$ cat src/rtl/cv32e40p_pmu_sleep_handshake.sv
// Turns a stable core-sleep condition into a 4-phase clock-stop req/ack handshake with the PMU.
// Latency: pwr_req_o rises IDLE_CYCLES+1 edges after qual; all outputs registered or state-decoded.
// Flow: pwr_ack_i stalls GATED entry and RELEASE exit; optional CV32E40P_SLEEP_STATS_EN adds a gated-cycle counter.
module cv32e40p_pmu_sleep_handshake #(
    parameter int unsigned IDLE_CYCLES = 16,
    parameter int unsigned STAT_W      = 32
) (
    input  logic              clk_ungated_i,
    input  logic              rst_i,
    input  logic              core_sleep_i,
    input  logic              wake_req_i,
    output logic              pwr_req_o,
    input  logic              pwr_ack_i,
    output logic              clk_off_o,
    output logic              wake_o,
    output logic [2:0]        state_o,
    output logic [STAT_W-1:0] sleep_cycles_o
);

    typedef enum logic [2:0] {
        ST_ACTIVE  = 3'd0,
        ST_IDLE    = 3'd1,
        ST_REQ     = 3'd2,
        ST_GATED   = 3'd3,
        ST_RELEASE = 3'd4
    } state_e;

    // Last count value before the request; unused when IDLE_CYCLES is 0.
    localparam logic [7:0] CNT_LAST = (IDLE_CYCLES == 0) ? 8'd0 : 8'(IDLE_CYCLES - 1);

    state_e     state_q, state_d;
    logic [7:0] cnt_q, cnt_d;
    logic       req_q, req_d;
    logic       clk_off_q, clk_off_d;
    logic       wake_q, wake_d;
    logic       qual;

    assign qual = core_sleep_i & ~wake_req_i;

    always_comb begin
        state_d = state_q;
        cnt_d   = cnt_q;
        case (state_q)
            ST_ACTIVE: begin
                cnt_d = 8'd0;
                if (qual) begin
                    state_d = (IDLE_CYCLES == 0) ? ST_REQ : ST_IDLE;
                end
            end
            ST_IDLE: begin
                if (!qual) begin
                    state_d = ST_ACTIVE;
                    cnt_d   = 8'd0;
                end else if (cnt_q == CNT_LAST) begin
                    state_d = ST_REQ;
                    cnt_d   = 8'd0;
                end else begin
                    cnt_d = cnt_q + 8'd1;
                end
            end
            ST_REQ: begin
                // A wake request aborts even when the ack arrives in the same cycle.
                if (!qual) begin
                    state_d = ST_RELEASE;
                end else if (pwr_ack_i) begin
                    state_d = ST_GATED;
                end
            end
            ST_GATED: begin
                if (!qual) begin
                    state_d = ST_RELEASE;
                end
            end
            ST_RELEASE: begin
                if (!pwr_ack_i) begin
                    state_d = ST_ACTIVE;
                end
            end
            default: begin
                state_d = ST_ACTIVE;
                cnt_d   = 8'd0;
            end
        endcase
    end

    // Outputs are registered from the next state so they line up with state_o.
    always_comb begin
        req_d     = (state_d == ST_REQ) || (state_d == ST_GATED);
        clk_off_d = (state_d == ST_GATED);
        wake_d    = (state_q == ST_RELEASE) && !pwr_ack_i;
    end

    always_ff @(posedge clk_ungated_i or posedge rst_i) begin
        if (rst_i) begin
            state_q   <= ST_ACTIVE;
            cnt_q     <= 8'd0;
            req_q     <= 1'b0;
            clk_off_q <= 1'b0;
            wake_q    <= 1'b0;
        end else begin
            state_q   <= state_d;
            cnt_q     <= cnt_d;
            req_q     <= req_d;
            clk_off_q <= clk_off_d;
            wake_q    <= wake_d;
        end
    end

    assign pwr_req_o = req_q;
    assign clk_off_o = clk_off_q;
    assign wake_o    = wake_q;
    assign state_o   = state_q;

`ifdef CV32E40P_SLEEP_STATS_EN
    logic [STAT_W-1:0] stat_q, stat_d;

    // Saturating count of clocks spent with the core clock stopped.
    always_comb begin
        stat_d = stat_q;
        if ((state_q == ST_GATED) && (stat_q != {STAT_W{1'b1}})) begin
            stat_d = stat_q + STAT_W'(1);
        end
    end

    always_ff @(posedge clk_ungated_i or posedge rst_i) begin
        if (rst_i) begin
            stat_q <= {STAT_W{1'b0}};
        end else begin
            stat_q <= stat_d;
        end
    end

    assign sleep_cycles_o = stat_q;
`else
    assign sleep_cycles_o = {STAT_W{1'b0}};
`endif

endmodule

$ cat config.mk
export PLATFORM = sky130hd
export DESIGN_NAME = cv32e40p_pmu_sleep_handshake
export DESIGN_NICKNAME = d
export VERILOG_FILES = /design/src/rtl/cv32e40p_pmu_sleep_handshake.sv
export SDC_FILE = /design/constraint.sdc
export NUM_CORES = 1
export LEC_CHECK = 0
export CAP_MARGIN = 40
export CORE_AREA = 2 2 49 51
export CTS_BUF_LIST = sky130_fd_sc_hd__clkbuf_4 sky130_fd_sc_hd__clkbuf_8
export CTS_CLUSTER_SIZE = 16
export DETAILED_ROUTE_END_ITERATION = 8
export DIE_AREA = 0 0 51 53
export GPL_TIMING_DRIVEN = 0
export PLACE_DENSITY_LB_ADDON = 0.12
export SETUP_SLACK_MARGIN = 0.1
export SLEW_MARGIN = 10
export SYNTH_ARGS = -nofsm -noshare
export SYNTH_HDL_FRONTEND = slang
export SYNTH_SLANG_ARGS = --single-unit
$ cat constraint.sdc
create_clock -name clk_ungated_i -period 4.3 [get_ports clk_ungated_i]
set_input_delay 0.86 -clock clk_ungated_i [delete_from_list [all_inputs] [get_ports clk_ungated_i]]
set_output_delay 0.86 -clock clk_ungated_i [all_outputs]
set_load 0.01 [all_outputs]
* Word level (Yosys, flattened, before mapping) *
Index checks and enable logic that the tools add are counted.

cells by class
  mux-type cells = 11
  shift operators = 0
  multipliers = 0
  magnitude comparators = 0
  equality and inequality tests = 7
  reductions and logical operators = 5
  bitwise gates (word level) = 2
  add/subtract/negate cells = 1
  div/mod/pow operators = 0

operators by type and width
  kind                 number
  $mux 3               7
  $mux 8               2
  $pmux 8 s2           1
  $pmux 3 s5           1
  $eq 3x2->1 const B   4
  $add 8x1->8 const B  1
  $eq 8x4->1 const B   1
  $eq 3x1->1 const B   1
  $eq 3x3->1 const B   1
  $logic_not 3->1      1
  $reduce_or 3->1      1
  $and 1x1->1          1
  $logic_and 1x1->1    1
  $logic_not 1->1      1
  $logic_or 1x1->1     1
  $not 1->1            1

word-level totals
  output and inout bits = 38
  RAM bits = 0
  word-level logic and storage cells = 31
  flip-flop bits (word level) = 14
  latch bits = 0
  memories kept = 0
  ROM bits = 0

* Depth between registers and ports, before layout *
Gate-level depths: netlist of the first run.

  word-level depth = 6
  mapped depth = 5

* Worst setup path before layout of the first run *
OpenSTA, ideal clock, no wires.

  path type = input port to flip-flop
  from = input port wake_req_i
  to = register cnt_q[7]
  data required time = 4.231 ns
  cell stages on the path = 5
  setup slack = 2.082 ns
  arrival time = 2.149 ns
  setup time = 0.069 ns
  path buffers = 1
  cell sequence = or3b_1 buf_6 or2_4 or4_1 nand3_1

between the ends
  cells in the longest elaborated chain, start to end = 4

RTL lines
  item                  line  text
  from (decl)           11    input logic wake_req_i,
  $not 1->1             38    assign qual = core_sleep_i & ~wake_req_i;
  $and 1x1->1           38
  $mux 8                51    if (!qual) begin
  $pmux 8 s2            43    case (state_q)
  to (signal assigned)  102   cnt_q <= cnt_d;
  to (decl)             32    logic [7:0] cnt_q, cnt_d;

No other way between the ends.
A chain may end at the register's enable or synchronous reset.

* Worst setup path in the final report of the first run *
  from = input port core_sleep_i
  to = register cnt_q[7]

between the ends
  cells in the longest elaborated chain, start to end = 3

RTL lines
  item         line  text
  from (decl)  10    input logic core_sleep_i,
  $and 1x1->1  38
  $mux 8       51
  $pmux 8 s2   43

No other way between the ends.

==> results of run 1 <==
final cells by class:
type / instances / share of cell area [%]
Buffer: 33 / 20.7
Inverter: 4 / 1.23
Timing Repair Buffer: 10 / 8.23
Clock buffer: 4 / 2.98
Multi-Input combinational cell: 80 / 35.2
Sequential cell: 14 / 28.8
Tap cell: 28 / 2.88
registers in the layout, indices dropped and copies added, names as in the netlist:
register   count
cnt_q          8
state_o        3
clk_off_o      1
pwr_req_o      1
wake_o         1
per-layer routing:
| metal | track usage (%) | part of all wire [%] |
|---|---|---|
| met2 | 23.8 | 52 |
| met4 | 2.70 | 0 |
| met3 | 4.24 | 7.3 |
| met1 | 16.0 | 41 |
| met5 | 0 | 0 |
worst reg2reg max path: cells and delay by family, from the launching register on:
family                 cells  cell delay, ns
buffers and inverters      1            0.15
AND/OR/NAND/NOR            4            1.24
flip-flops                 1            0.40
kinds of logic after synthesis:
logic type | Yosys count | synth area share, %
AOI/OAI and AO/OA | 19 | 14.0
adders and majority gates | 1 | 1.35
buffers and inverters | 37 | 28.7
DFF | 14 | 37.7
muxes | 1 | 1.21
other | 1 | 0.404
and+or+nand+nor | 27 | 16.6
placed cells by master, fill, tap and decap left out:
cell type | netlist | layout
or4_1 | 1 | 1
nand2_1 | 4 | 4
clkbuf_4 | 0 | 3
clkbuf_8 | 0 | 1
clkdlybuf4s50_1 | 0 | 10
nor2b_1 | 2 | 2
a41oi_1 | 1 | 1
dfrtp_1 | 14 | 14
buf_6 | 1 | 1
or2b_1 | 1 | 1
o32ai_1 | 1 | 1
nand3_1 | 4 | 4
o21ai_1 | 1 | 1
and3_1 | 2 | 2
ha_1 | 1 | 1
a211oi_1 | 1 | 1
or3b_1 | 1 | 1
a22o_1 | 1 | 1
o22ai_1 | 1 | 1
a31oi_1 | 3 | 3
o211ai_1 | 1 | 1
o21ba_2 | 1 | 1
o21a_1 | 1 | 1
conb_1 | 1 | 32
a311oi_1 | 1 | 1
buf_4 | 32 | 32
o31ai_1 | 1 | 1
nor2_1 | 3 | 3
inv_1 | 4 | 4
nand2b_1 | 4 | 4
and4b_1 | 1 | 1
nor3_1 | 3 | 3
o21ai_0 | 3 | 3
or2_4 | 1 | 1
a21oi_1 | 2 | 2
mux2_2 | 1 | 1
how the worst max path moves through the flow:
stage | start | depth (start not counted) | to
4_1_cts | core_sleep_i | 6 | cnt_q[7]
3_5_place_dp | core_sleep_i | 6 | cnt_q[7]
2_1_floorplan | wake_req_i | 5 | cnt_q[7]
5_1_grt | core_sleep_i | 6 | cnt_q[5]
3_3_place_gp | core_sleep_i | 6 | cnt_q[7]
6_report | core_sleep_i | 6 | cnt_q[7]
power by group:
| group | internal, mW | leakage, nW | switching [mW] |
|---|---|---|---|
| clock | 0.0516 | 0.0210 | 0.0457 |
| combinational | 0.0261 | 0.423 | 0.0239 |
| sequential | 0.132 | 0.194 | 0.00120 |
==> flow_summary.ini, run 1 <==
[die]
start_util_pct = 43.2
ios = 43
row_count = 17
die_h_um = 53
core_area_um2 = 2150
die-area_um2 = 2700
fp.dieW_um = 51

[routing]
finalWirelength_mm = 1.61
drt_iter0_drc = 29
drc = 0
via_per_inst = 4.15
postRouteAntennaNets = 0
dr.pass1.iters = 4
routedWlPerCell_um = 9.30
vias = 718

[min_path]
hold_path_end = cnt_q[6]
hp-class = flop to flop
hold_path_startpoint = cnt_q[6]
whs_path_depth = 1

[synth]
yosys-top-cells-count = buf_4 (32), dfrtp_1 (14)
syn_area_per_cell_um2 = 9.28
yosys_warnings = 0
synthCells = 100
seq_area_frac_synth_pct = 37.7
yosys.area.top_type_share_pct = 37.7
yosys-top-cells-area = dfrtp_1 (38%), buf_4 (26%), nand2b_1 (2.7%), nand3_1 (2.2%), a31oi_1 (2.0%)
synthesis.area_um2 = 928
ys_ff_latch = 14
yosysMostFrequentCell = buf_4
synth_edf_count = 0
synth-main-ff-cell = dfrtp_1
async_flop_share_pct = 100
yosysUniqueCellTypes = 33
yosysTopAreaCell = dfrtp_1

[clocking]
ctsResizeCount = 0
post_cts_buffers = 0
cts-buffers-inserted = 3
cts_tree = yes
cts.sinks = 14
cts_htree_levels = 1
insertion_delay_ns = 0.29
root_buffer = clkbuf_4
cts_buffer_depth = 2
clk_pin_slew_ns = 0.09
postCtsHoldBufs = 0

[finish]
drive_gt1_share_pct = 27.6
area_delta_synth_final_pct = 31.0
nFillCells = 216
post-route-util_pct = 56.6
multi_input_area_um2 = 428
final_area_um2 = 1220
diodes = 0
register_area_um2 = 350
nets = 152
final-instance-count-excl-fill = 173

[global_routing]
grt_pass1_wl_mm = 2.73
track_usage_pct = 13.5
grt_antenna_before_repair = 0
overflow = 0
grt_max_degree = 15
grt_pass1_vias = 655

[worst_setup_path]
worstRegToRegCells = 5
critPathRequiredTime_ns = 4.53
cp_cell_sequence = clkdlybuf4s50_1, or3b_1, buf_6, or2_4, or4_1, nand3_1
cp_max_fo = 9
crit_type = input port to flop
slowest_delay_ns = 0.51
r2r-end = cnt_q[7]
cp-start-kind = input port
r2r_start = state_o[2]
rrSetupSlack_ns = 2.44
path_delay_family = simple AND/OR/NAND/NOR gates
arrival_ns = 2.70
cp-end-kind = flop
cp_num_buf_inv = 2
critPathSlowestCell = or4_1

[power_and_ir_drop]
p_leak_nw = 0.638
ir_drop_uv = 202
p_per_area_nw_per_um2 = 231
total_power_mw = 0.281

[placement]
place_congestion = 0.811
dp_slack_ns = 1.56
io_buffers = 10
dp.cells = 169
place_hpwl_mm = 1.25
dpl_cell_area_um2 = 1180

[job]
maxCapViolCount = 0

[timing]
worstMarginPinSlew_ns = 0.575
finalClockSkew_ns = 0.00251
setup-violations-final = 0
final_max_slew_viol_count = 0
fin_tns_setup_ns = 0
fin_crit_ns = 2.47
hold_slack_ns = 0.513
period_share_pct = 57.5
worst_slack_ns = 1.83
grt_setup_unrepaired = no
slew_headroom_pct = 61.5
fmax_ghz = 0.404
finalHoldViolCount = 0

[status]
outcome = completed
(Power assumes the default switching activity.)
==> inputs of run 2 (changes only) <==
CORE_AREA = 2 2 53 55   (was 2 2 49 51)
DIE_AREA = 0 0 55 57   (was 0 0 51 53)
clock period = 2.25 ns   (was 4.3 ns; I/O delays follow)
==> flow_summary.ini, run 2 (same netlist as run 1, synthesis figures left out) <==
[status]
outcome = completed

[finish]
post-route-util_pct = 46.1
final_cell_mix = buf_4 (32), conb_1 (32), dfrtp_1 (14)
diodes = 0
top_register = cnt_q
area_delta_synth_final_pct = 29.9
nFillCells = 260
nets = 152
drive_gt1_share_pct = 27.1
largest_register_ff_count = 8

[placement]
io_buffers = 10
place_congestion = 0.761
dp_slack_ns = -0.0815
place_hpwl_mm = 1.31

[routing]
drc = 0
postRouteAntennaNets = 0
vias = 728
dr.pass1.iters = 4
drt_iter0_drc = 3
finalWirelength_mm = 1.67
via_per_inst = 4.16
routedWlPerCell_um = 9.56

[timing]
finalHoldViolCount = 0
worstMarginPinSlew_ns = 0.547
setup-violations-final = 0
finalClockSkew_ns = 0.00427
slew_headroom_pct = 63.3
worst_slack_ns = 0.207
fin_crit_ns = 2.04
fmax_ghz = 0.489
final_max_slew_viol_count = 0
period_share_pct = 90.8
grt_setup_unrepaired = no

[clocking]
clk_pin_slew_ns = 0.08
root_buffer = clkbuf_4
postCtsHoldBufs = 0
cts_htree_levels = 1
cts-buffers-inserted = 3
insertion_delay_ns = 0.27
post_cts_buffers = 0
cts_buffer_depth = 2
ctsResizeCount = 0
cts_tree = yes
cts.sinks = 14

[worst_setup_path]
rrSetupSlack_ns = 0.40
critPathSlowestCell = or4_1
r2r-end = cnt_q[7]
cp_max_fo = 9
critPathRequiredTime_ns = 2.46
arrival_ns = 2.25
r2r_start = state_o[2]
crit_type = input port to flop
cp_cell_sequence = clkdlybuf4s50_1, or3b_1, buf_6, or2_4, or4_1, nand3_1
cp-start-kind = input port
worstRegToRegCells = 5
slowest_delay_ns = 0.50
cp-end-kind = flop

[min_path]
hold_path_startpoint = cnt_q[6]
hp-class = flop to flop
whs_path_depth = 1
hold_path_end = cnt_q[6]

[die]
row_count = 19
ios = 43
fp.dieW_um = 55
die_h_um = 57
start_util_pct = 35.5
core_area_um2 = 2620
die-area_um2 = 3140

[power_and_ir_drop]
p_leak_nw = 0.631
ir_drop_uv = 206
p_per_area_nw_per_um2 = 405
total_power_mw = 0.489

[global_routing]
grt_pass1_wl_mm = 2.69
grt_pass1_vias = 643
grt_max_degree = 15
track_usage_pct = 11.8
grt_antenna_before_repair = 0
overflow = 0

[job]
maxCapViolCount = 0
## run 2: changes by cell type in the layout (fill, tap and decap cells not counted), sizes merged
cell and delta:
clkbuf -1
## run 2: how the worst max path moves through the flow
stage	start	endpoint	slack, ns	depth (start not counted)
after global routing	core_sleep_i	cnt_q[5]	0.11	6
final	core_sleep_i	cnt_q[7]	0.21	6
after global placement	core_sleep_i	cnt_q[7]	-0.07	6
after floorplan	wake_req_i	cnt_q[7]	0.44	5
after detailed placement	core_sleep_i	cnt_q[5]	-0.08	6
after CTS	core_sleep_i	cnt_q[5]	0.19	6
## run 2: worst max-delay path, delay by kind of cell
kind / cells / cell delay (ns)
and+or+nand+nor: 4 / 1.20
buffers and inverters: 2 / 0.61
## run 2: per-stage QoR
| stage | cells | cell area [um2] | hold WS [ns] | TNS [ns] |
|---|---|---|---|---|
| final | 175 | 1210 | 0.511 | 0 |
| after global routing | 175 | 1210 | 0.550 | 0 |
| after CTS | 175 | 1210 | 0.519 | 0 |
| after detailed placement | 172 | 1180 | 0.499 | -0.233 |
| after global placement | 172 | 1180 | 0.502 | -0.184 |
| after floorplan | 131 | 1040 | 0.339 | 0 |
## run 2: power by group
group,switching [mW],internal [mW]
clock network,0.0768,0.0620
registers,0.00216,0.253
logic,0.0453,0.0499
## run 2: final cells by class
cell class | instances | area (um2) | share of cell area [%]
buffer | 33 | 251 | 20.9
clock buffer | 3 | 22.5 | 1.87
inverter | 4 | 15.0 | 1.24
multi-input combinational | 80 | 428 | 35.5
sequential | 14 | 350 | 29.0
tap | 31 | 38.8 | 3.22
timing repair buffer | 10 | 100 | 8.30
## run 2: per-layer routing
metal	up-vias	GRT usage, %	part of all wire (%)
met4	0	6.27	2.2
met1	323	14.1	42
met2	30	18.9	48
met5	-	0	0
met3	4	3.14	7.4
li1	371	-	-
==> inputs of run 3 (changes only) <==
CELL_PAD_IN_SITES_DETAIL_PLACEMENT = 0   (was not set)
CELL_PAD_IN_SITES_GLOBAL_PLACEMENT = 2   (was not set)
CORE_AREA = 2 2 58 87   (was 2 2 53 55)
DIE_AREA = 0 0 60 89   (was 0 0 55 57)
==> flow_summary.ini, run 3 (same netlist as run 1, synthesis figures left out) <==
[timing]
fin_crit_ns = 2.07
finalHoldViolCount = 0
grt_setup_unrepaired = no
slew_headroom_pct = 60.9
finalClockSkew_ns = 0.00744
worstMarginPinSlew_ns = 0.582
fmax_ghz = 0.483
final_max_slew_viol_count = 0
fin_tns_setup_ns = 0
setup-violations-final = 0
period_share_pct = 92.0
hold_slack_ns = 0.519

[clocking]
insertion_delay_ns = 0.25
cts_htree_levels = 1
cts_tree = yes
cts.sinks = 14
cts-buffers-inserted = 3
postCtsHoldBufs = 0
cts_buffer_depth = 2
root_buffer = clkbuf_8
clk_pin_slew_ns = 0.07

[die]
ios = 43
fp.dieW_um = 60
core_area_um2 = 4540
die-area_um2 = 5340
start_util_pct = 20.4
row_count = 30
die_h_um = 89

[finish]
drive_gt1_share_pct = 28.3
final-instance-count-excl-fill = 209
post-route-util_pct = 28.3
final_cell_mix = buf_4 (32), conb_1 (32), dfrtp_1 (14)
diodes = 0
nFillCells = 496
top_register = cnt_q
multi_input_area_um2 = 433
largest_register_ff_count = 8
nets = 152
register_area_um2 = 350
area_delta_synth_final_pct = 38.4

[routing]
vias = 708
via_per_inst = 3.39
finalWirelength_mm = 1.95
postRouteAntennaNets = 0
dr.pass1.iters = 4
drt_iter0_drc = 11
drc = 0
routedWlPerCell_um = 9.31

[min_path]
hp-class = flop to flop
whs_path_depth = 1

[global_routing]
overflow = 0
grt_antenna_before_repair = 0
track_usage_pct = 7.92
grt_pass1_vias = 666
grt_pass1_wl_mm = 3.17
grt_max_degree = 15

[placement]
dp.cells = 205
io_buffers = 10
place_congestion = 0.807
place_hpwl_mm = 1.55

[worst_setup_path]
arrival_ns = 2.26
slowest_delay_ns = 0.50
cp_num_buf_inv = 2
path_delay_family = simple AND/OR/NAND/NOR gates
worstRegToRegCells = 5
cp.depth = 6
cp_cell_sequence = clkdlybuf4s50_1, or3b_1, buf_6, or2_4, or4_1, nand3_1
cp-end-kind = flop
crit_type = input port to flop
cp-start-kind = input port
critPathSlowestCell = or4_1
cp_max_fo = 9
critPathRequiredTime_ns = 2.44

[power_and_ir_drop]
p_per_area_nw_per_um2 = 471
ir_drop_uv = 183
p_leak_nw = 0.647
total_power_mw = 0.606

[status]
outcome = completed

[job]
maxCapViolCount = 0
-- run 3: cell types whose count changed in the layout (fill, tap and decap cells not counted) --
| cell | change |
|---|---|
| clkbuf_8 | +4 |
| a211oi_1 | -1 |
| a211oi_2 | +1 |
| clkbuf_4 | -3 |
-- run 3: where the power goes --
part,switching (mW),internal (mW),total [mW]
logic,0.0467,0.0501,0.0968
registers,0.00227,0.253,0.255
clock network,0.0985,0.155,0.254
-- run 3: metal layers --
metal / track usage (%) / up-vias / share of wire, %
met1: 8.96 / 310 / 40
met4: 3.03 / 0 / 0.72
met3: 1.88 / 2 / 6.3
li1: - / 371 / -
met5: 0 / - / 0
met2: 14.0 / 25 / 53
-- run 3: what timing repair did --
| action | in CTS | in global routing |
|---|---|---|
| gates resized for setup | 0 | 1 |
| setup endpoints to repair | 0 | 2 |
| setup buffers | 0 | 0 |
-- run 3: cell type report --
cell class | instances | area share, %
Tap cell | 64 | 6.23
Multi-Input combinational cell | 80 | 33.7
Timing Repair Buffer | 10 | 7.79
Inverter | 4 | 1.17
Clock buffer | 4 | 4.28
Sequential cell | 14 | 27.3
Buffer | 33 | 19.6
-- run 3: worst paths after layout --
path                               to          from  slack, ns
max in group asynchronous   pwr_req_o         rst_i       1.32
min in group asynchronous  state_o[2]         rst_i       0.55
hold / removal               cnt_q[6]      cnt_q[6]       0.52
setup reg to reg             cnt_q[7]    state_o[2]       0.40
hold reg to reg              cnt_q[6]      cnt_q[6]       0.52
setup / recovery             cnt_q[7]  core_sleep_i       0.18
-- run 3: metrics by stage --
stage / setup slack (ns) / area (um2)
6_report: 0.180 / 1280
5_1_grt: 0.111 / 1280
4_1_cts: 0.157 / 1280
3_5_place_dp: -0.0967 / 1220
3_3_place_gp: -0.0784 / 1220
2_1_floorplan: 0.442 / 1040
